### src/rtl/mem_port_arbiter.sv
// Shares one single-port RAM between instruction fetch and the memory stage.
// Define ARB_STARVE_GUARD_EN to add a forced fetch grant after STARVE_MAX denied cycles.
module mem_port_arbiter #(
  parameter int ADDR_W     = 7,
  parameter int DATA_W     = 32,
  parameter int STARVE_MAX = 3
) (
  input  logic              clk,
  input  logic              rst_n,
  input  logic              if_req,
  input  logic [ADDR_W-1:0] if_addr,
  output logic              if_gnt,
  output logic              if_rvalid,
  output logic [DATA_W-1:0] if_rdata,
  input  logic              flush,
  input  logic              mem_req,
  input  logic              mem_we,
  input  logic [ADDR_W-1:0] mem_addr,
  input  logic [DATA_W-1:0] mem_wdata,
  output logic              mem_gnt,
  output logic              mem_rvalid,
  output logic [DATA_W-1:0] mem_rdata,
  output logic              ram_en,
  output logic              ram_we,
  output logic [ADDR_W-1:0] ram_addr,
  output logic [DATA_W-1:0] ram_wdata,
  input  logic [DATA_W-1:0] ram_rdata,
  output logic              stall_if
);

  typedef enum logic [1:0] {
    RESP_NONE = 2'd0,
    RESP_IF   = 2'd1,
    RESP_MEM  = 2'd2
  } resp_e;

  resp_e resp_q, resp_d;
  logic  force_if;

  if (STARVE_MAX < 1) begin : g_starve_max_check
    $error("mem_port_arbiter: STARVE_MAX must be at least 1");
  end

`ifdef ARB_STARVE_GUARD_EN
  localparam int STARVE_W = $clog2(STARVE_MAX + 1);

  logic [STARVE_W-1:0] starve_cnt_q, starve_cnt_d;

  assign force_if = (starve_cnt_q == STARVE_W'(STARVE_MAX));

  // Counts cycles the fetch was shut out by the memory stage; any break in the streak clears it.
  always_comb begin
    starve_cnt_d = starve_cnt_q;
    if (!if_req || flush || if_gnt) begin
      starve_cnt_d = '0;
    end else if (mem_gnt && (starve_cnt_q != STARVE_W'(STARVE_MAX))) begin
      starve_cnt_d = starve_cnt_q + STARVE_W'(1);
    end
  end

  always_ff @(posedge clk or negedge rst_n) begin
    if (!rst_n) begin
      starve_cnt_q <= '0;
    end else begin
      starve_cnt_q <= starve_cnt_d;
    end
  end
`else
  assign force_if = 1'b0;
`endif

  assign mem_gnt  = mem_req & ~force_if;
  assign if_gnt   = if_req & ~flush & (~mem_req | force_if);
  assign stall_if = if_req & ~if_gnt;
  assign ram_en   = if_gnt | mem_gnt;
  assign ram_we   = mem_gnt & mem_we;

  always_comb begin
    ram_addr  = '0;
    ram_wdata = '0;
    if (if_gnt) begin
      ram_addr = if_addr;
    end else if (mem_gnt) begin
      ram_addr  = mem_addr;
      ram_wdata = mem_wdata;
    end
  end

  // Remembers which requester owns the RAM read data arriving next cycle; stores expect nothing back.
  always_comb begin
    resp_d = RESP_NONE;
    if (if_gnt) begin
      resp_d = RESP_IF;
    end else if (mem_gnt && !mem_we) begin
      resp_d = RESP_MEM;
    end
  end

  always_ff @(posedge clk or negedge rst_n) begin
    if (!rst_n) begin
      resp_q <= RESP_NONE;
    end else begin
      resp_q <= resp_d;
    end
  end

  assign if_rvalid  = (resp_q == RESP_IF) & ~flush;
  assign mem_rvalid = (resp_q == RESP_MEM);
  assign if_rdata   = if_rvalid  ? ram_rdata : '0;
  assign mem_rdata  = mem_rvalid ? ram_rdata : '0;

endmodule

### config.mk
export PLATFORM = sky130hd
export DESIGN_NAME = mem_port_arbiter
export DESIGN_NICKNAME = d
export VERILOG_FILES = /design/src/rtl/mem_port_arbiter.sv
export SDC_FILE = /design/constraint.sdc
export NUM_CORES = 1
export LEC_CHECK = 0
export ABC_AREA = 1
export BUFFER_PORTS_ARGS = -buffer_cell sky130_fd_sc_hd__buf_2
export CAP_MARGIN = 20
export CORE_AREA = 3 3 75 77
export CTS_CLUSTER_SIZE = 20
export DETAILED_ROUTE_END_ITERATION = 16
export DIE_AREA = 0 0 78 80
export GPL_ROUTABILITY_DRIVEN = 1
export PLACE_DENSITY = 0.62
export SKIP_CTS_REPAIR_TIMING = 1
export SLEW_MARGIN = 20
export SYNTH_ARGS = -nofsm -noshare
export SYNTH_HDL_FRONTEND = slang
export SYNTH_SLANG_ARGS = --single-unit
export TNS_END_PERCENT = 30
### constraint.sdc
create_clock -name clk -period 2.39 [get_ports clk]
set_input_delay 0.3585 -clock clk [delete_from_list [all_inputs] [get_ports clk]]
set_output_delay 0.3585 -clock clk [all_outputs]
set_load 0.02 [all_outputs]
== Yosys cells after proc, flatten, opt, wreduce, memory -nomap -nowiden ==
Cells that the tools add are included.
Word-level totals
  register bits: 2
  word-level logic and storage cells: 22
  RAM bits: 0
  input port bits: 84
  bits in read-only memories: 0
  memories: 0
  bits in latches: 0
Cells by class
  reduce and logical (&&, ||, !) cells: 2
  bitwise logic cells: 9
  divide/modulo/power cells: 0
  $add $sub $neg: 0
  magnitude comparators: 0
  shifts and indexed selects: 0
  mux-type cells: 8
  equality and inequality tests: 2
  multipliers: 0
Operators by type and width (count)
  2-to-1 mux 32 bit: 4
  2-to-1 mux 7 bit: 2
  bitwise AND 1 bit: 5
  2-to-1 mux 2 bit: 2
  inverter 1 bit: 3
  == test 2 x 1 -> 1 bit, second input constant: 1
  == test 2 bit, second input constant: 1
  logical AND 1 bit: 1
  logical NOT 1 bit: 1
  bitwise OR 1 bit: 1

== Longest topological paths before layout ==
  word-level depth: 5
  depth in mapped cells: 5

== Least setup slack after synthesis ==
OpenSTA, ideal clock, no wires.
  path type: in2out
  from: input if_req
  to: output stall_if
  data arrival time: 1.328 ns
  buffers on the path: 1
  stages on the path: 4
  path slack: 0.703 ns
  required time: 2.032 ns
  path through: buf_4 inv_1 nor3_1 nor2_1
On the way
  cells in the longest elaborated chain, start to end: 4
RTL lines
  start: declaration: line 10  | input logic if_req,
  bitwise AND 1 bit (2 in series): line 73  | assign if_gnt = if_req & ~flush & (~mem_req | force_if);
  named net if_gnt: line 12  | output logic if_gnt,
  inverter 1 bit: line 74  | assign stall_if = if_req & ~if_gnt;
  bitwise AND 1 bit: line 74
  end: declaration: line 28  | output logic stall_if
The timed path passes the listed nets, and every way through them passes these cells.

== Final worst setup path ==
  from: input mem_req
  to: output ram_addr[0]
On the way
  cells in the longest elaborated chain, start to end: 3
RTL lines
  start: declaration: line 16  | input logic mem_req,
  inverter 1 bit: line 73
  bitwise AND 1 bit: line 73
  2-to-1 mux 7 bit (*): line 81  | if (if_gnt) begin
  end: declaration: line 25  | output logic [ADDR_W-1:0] ram_addr,
Mark *: on every way between the ends. The rest lies on a longest branch, timed or not.

==> metrics.txt <==
# TYPE chip_impl_metric gauge
chip_impl_info{name="outcome",value="complete, no violations"} 1
chip_impl_metric{name="setup-tns-final",unit="ns"} 0
chip_impl_metric{name="area.growth.synth_to_final",unit="%"} 114.9
chip_impl_metric{name="grt_usage",unit="%"} 13.00
chip_impl_info{name="yosysMostFrequentCell",value="sky130_fd_sc_hd__inv_1"} 1
chip_impl_metric{name="stdcell_area",unit="mm²"} 0.001928
chip_impl_metric{name="via_per_inst",unit=""} 3.869
chip_impl_metric{name="leakagePower",unit="nW"} 1.691
chip_impl_info{name="synth-main-ff-cell",value="sky130_fd_sc_hd__dfrtp_1"} 1
chip_impl_metric{name="clk_pin_slew_worst_paths",unit="ns"} 0.03
chip_impl_metric{name="sequential_cell_area",unit="µm²"} 50.05
chip_impl_metric{name="die_y",unit="µm"} 80
chip_impl_metric{name="setup-violations-final",unit=""} 0
chip_impl_info{name="setup.worst_path.start_class",value="primary input"} 1
chip_impl_metric{name="pwr_density_cell",unit="mW/mm²"} 254.5
chip_impl_metric{name="die_x",unit="µm"} 78
chip_impl_metric{name="design.final.nets",unit=""} 483
chip_impl_metric{name="coreArea",unit="mm²"} 0.005075
chip_impl_info{name="clk_root_buffer_cell",value="sky130_fd_sc_hd__clkbuf_8"} 1
chip_impl_metric{name="count_of_flip_flops_with_a_built_in_enable_after_synthesis",unit=""} 0
chip_impl_metric{name="final.hold.worst_slack",unit="ns"} 0.3207
chip_impl_metric{name="router_iterations_before_antenna_repair",unit=""} 4
chip_impl_metric{name="routed_wl",unit="mm"} 4.505
chip_impl_info{name="hold_path.class",value="in2reg"} 1
chip_impl_metric{name="timing.max_slew.rel_slack",unit="%"} 59.70
chip_impl_metric{name="seq_area_frac_synth",unit="%"} 5.579
chip_impl_metric{name="grt_start_max_net_pins",unit=""} 34
chip_impl_metric{name="synth_net_count",unit=""} 295
chip_impl_info{name="rsz0062_at_grt",value="no"} 1
chip_impl_metric{name="number_of_global_route_vias_before_repair",unit=""} 1609
chip_impl_info{name="tritoncts",value="yes"} 1
chip_impl_metric{name="post_layout_utilization_of_the_core",unit="%"} 37.99
chip_impl_metric{name="gp_routability_congestion",unit=""} 0.7717
chip_impl_metric{name="critPathMaxFanout",unit=""} 27
chip_impl_metric{name="place_area",unit="mm²"} 0.001877
chip_impl_metric{name="ant_nets_after_route",unit=""} 0
chip_impl_metric{name="achievable-frequency",unit="MHz"} 542.6
chip_impl_metric{name="synth_area_per_cell",unit="µm²"} 4.252
chip_impl_metric{name="crit_arrival",unit="ns"} 1.48
chip_impl_metric{name="cts.sink_count",unit=""} 2
chip_impl_metric{name="largest_register_ff_count",unit=""} 2
chip_impl_metric{name="slowest_delay",unit="ns"} 0.37
chip_impl_info{name="crit_path_frequent_cell",value="sky130_fd_sc_hd__buf_2"} 1
chip_impl_metric{name="detailedRoute.firstIterationViolations",unit=""} 10
chip_impl_metric{name="diodes",unit=""} 0
chip_impl_metric{name="synth-warning-count",unit=""} 0
chip_impl_metric{name="multi_input_comb_area",unit="µm²"} 491.7
chip_impl_metric{name="wire_length_per_cell_after_detailed_routing",unit="µm"} 9.647
chip_impl_metric{name="critPathRequiredTime",unit="ns"} 2.03
chip_impl_metric{name="placement.io_buffers",unit=""} 193
chip_impl_metric{name="cts_buffers",unit=""} 3
chip_impl_metric{name="fill_count",unit=""} 583
chip_impl_info{name="slowest_stage",value="sky130_fd_sc_hd__clkinv_1"} 1
chip_impl_metric{name="drc_errors",unit=""} 0
chip_impl_metric{name="synth.top_cell.area_share",unit="%"} 28.87
chip_impl_metric{name="io-pin-count",unit=""} 194
chip_impl_info{name="reg_top3",value="resp_q x2"} 1
chip_impl_metric{name="unique_masters_post_synth",unit=""} 13
chip_impl_metric{name="core.rowCount",unit=""} 26
chip_impl_metric{name="globalRoute.totalOverflow",unit=""} 0
chip_impl_metric{name="starting_density_of_the_core",unit="%"} 17.68
chip_impl_metric{name="report.final.slew_viol_count",unit=""} 0
chip_impl_metric{name="via_count",unit=""} 1807
chip_impl_info{name="synth.area.top_cells",value="sky130_fd_sc_hd__inv_1 29%, sky130_fd_sc_hd__nor2_1 28%, sky130_fd_sc_hd__nand2_1 20%, sky130_fd_sc_hd__dfrtp_1 5.6%, sky130_fd_sc_hd__nand4_1 4.9%"} 1
chip_impl_metric{name="post_route_cells_drive_above_1_share",unit="%"} 50.38
chip_impl_metric{name="flop_and_latch_count_out_of_synthesis",unit=""} 2
chip_impl_metric{name="number_of_violations_of_the_max_capacitance_limit",unit=""} 0
chip_impl_metric{name="timing.final.crit_share",unit="%"} 77.11
chip_impl_metric{name="syn-cell-area",unit="µm²"} 897.1
chip_impl_metric{name="slew_of_the_pin_with_the_lowest_slew_margin",unit="ns"} 0.6024
chip_impl_metric{name="layout_min_cycle_time",unit="ns"} 1.843
chip_impl_metric{name="irDropWorstVdd",unit="V"} 0.0001578
chip_impl_metric{name="finalHoldViolCount",unit=""} 0
chip_impl_metric{name="grt_first_pass_wirelength",unit="mm"} 6.720
chip_impl_metric{name="number_of_antenna_violations_at_the_first_check_in_global_routing",unit=""} 0
chip_impl_metric{name="design.die.area",unit="mm²"} 0.006240
chip_impl_info{name="end_kind",value="primary output"} 1
chip_impl_metric{name="place.detailed.hpwl",unit="mm"} 3.804
chip_impl_info{name="cp_cell_sequence",value="buf_2, clkinv_1, nand4_1, nand2_1, buf_2"} 1
chip_impl_metric{name="max_root_sink_buffers",unit=""} 2
chip_impl_metric{name="h-tree-depth",unit=""} 1
chip_impl_metric{name="synth_async_sr_flop_share",unit="%"} 100.0
chip_impl_info{name="regMostFlops",value="resp_q"} 1
chip_impl_info{name="synth.cells.most_frequent",value="69 x sky130_fd_sc_hd__inv_1, 67 x sky130_fd_sc_hd__nor2_1, 48 x sky130_fd_sc_hd__nand2_1"} 1
chip_impl_info{name="synth_largest_area_cell",value="sky130_fd_sc_hd__inv_1"} 1
chip_impl_info{name="critical_path_class",value="in2out"} 1
chip_impl_metric{name="synthCells",unit=""} 211
-- where the power goes --
| part | total [mW] | internal, mW | switching (mW) |
|---|---|---|---|
| Clock | 0.130 | 0.106 | 0.0238 |
| Sequential | 0.0362 | 0.0357 | 0.000559 |
| Combinational | 0.324 | 0.122 | 0.202 |
-- stage by stage --
| stage | power, mW | std cells | worst slack, ns |
|---|---|---|---|
| 2_1_floorplan | 0.2211 | 211 | 0.7032 |
| 3_3_place_gp | 0.3593 | 463 | 0.6086 |
| 3_5_place_dp | 0.3623 | 463 | 0.5500 |
| 4_1_cts | 0.4985 | 466 | 0.5484 |
| 5_1_grt | 0.5365 | 467 | 0.3566 |
| 6_report | 0.4907 | 467 | 0.5471 |
-- cell type report --
cell class / count / area share, %
inverter: 71 / 13.82
sequential: 2 / 2.596
multi-input combinational: 125 / 25.50
tap: 70 / 4.543
clock buffer: 3 / 2.141
timing repair buffer: 196 / 51.40
-- layout by cell type, fill, tap and decap left out --
cell,count
sky130_fd_sc_hd__nor3_1,1
sky130_fd_sc_hd__nand2_2,1
sky130_fd_sc_hd__buf_4,2
sky130_fd_sc_hd__nor2_1,67
sky130_fd_sc_hd__dfrtp_1,2
sky130_fd_sc_hd__o21ai_0,1
sky130_fd_sc_hd__nand4_1,7
sky130_fd_sc_hd__dlygate4sd3_1,1
sky130_fd_sc_hd__clkinv_1,1
sky130_fd_sc_hd__inv_2,1
sky130_fd_sc_hd__nand2_1,48
sky130_fd_sc_hd__buf_2,193
sky130_fd_sc_hd__inv_1,69
sky130_fd_sc_hd__clkbuf_8,3
-- cell families after synthesis --
group                  Yosys count  synth area share [%]
AOI/OAI and AO/OA                1                0.5573
buffers and inverters           84                 39.61
DFF                              2                 5.579
and+or+nand+nor                124                 54.25
-- metal layers --
| layer | global-route usage (%) | vias up | routed length (µm) |
|---|---|---|---|
| met5 | 0 | - | 0 |
| met2 | 25.60 | 120 | 2287 |
| li1 | - | 939 | - |
| met3 | 4.628 | 2 | 593 |
| met1 | 12.38 | 746 | 1595 |
| met4 | 4.371 | 0 | 28 |
-- path summary, 6_finish.rpt --
path,from,to,slack (ns),depth (start not counted)
setup / recovery,mem_req,ram_addr[0],0.55,5
hold / removal,mem_we,resp_q[1]$_DFF_PN0_,0.32,2
max in group asynchronous,rst_n,resp_q[0]$_DFF_PN0_,1.80,2
min in group asynchronous,rst_n,resp_q[1]$_DFF_PN0_,0.49,2
-- critical path, delay by kind of cell --
kind	cells	cell delay [ns]
buffers and inverters	3	0.87
and+or+nand+nor	2	0.25
(Power assumes the default switching activity.)
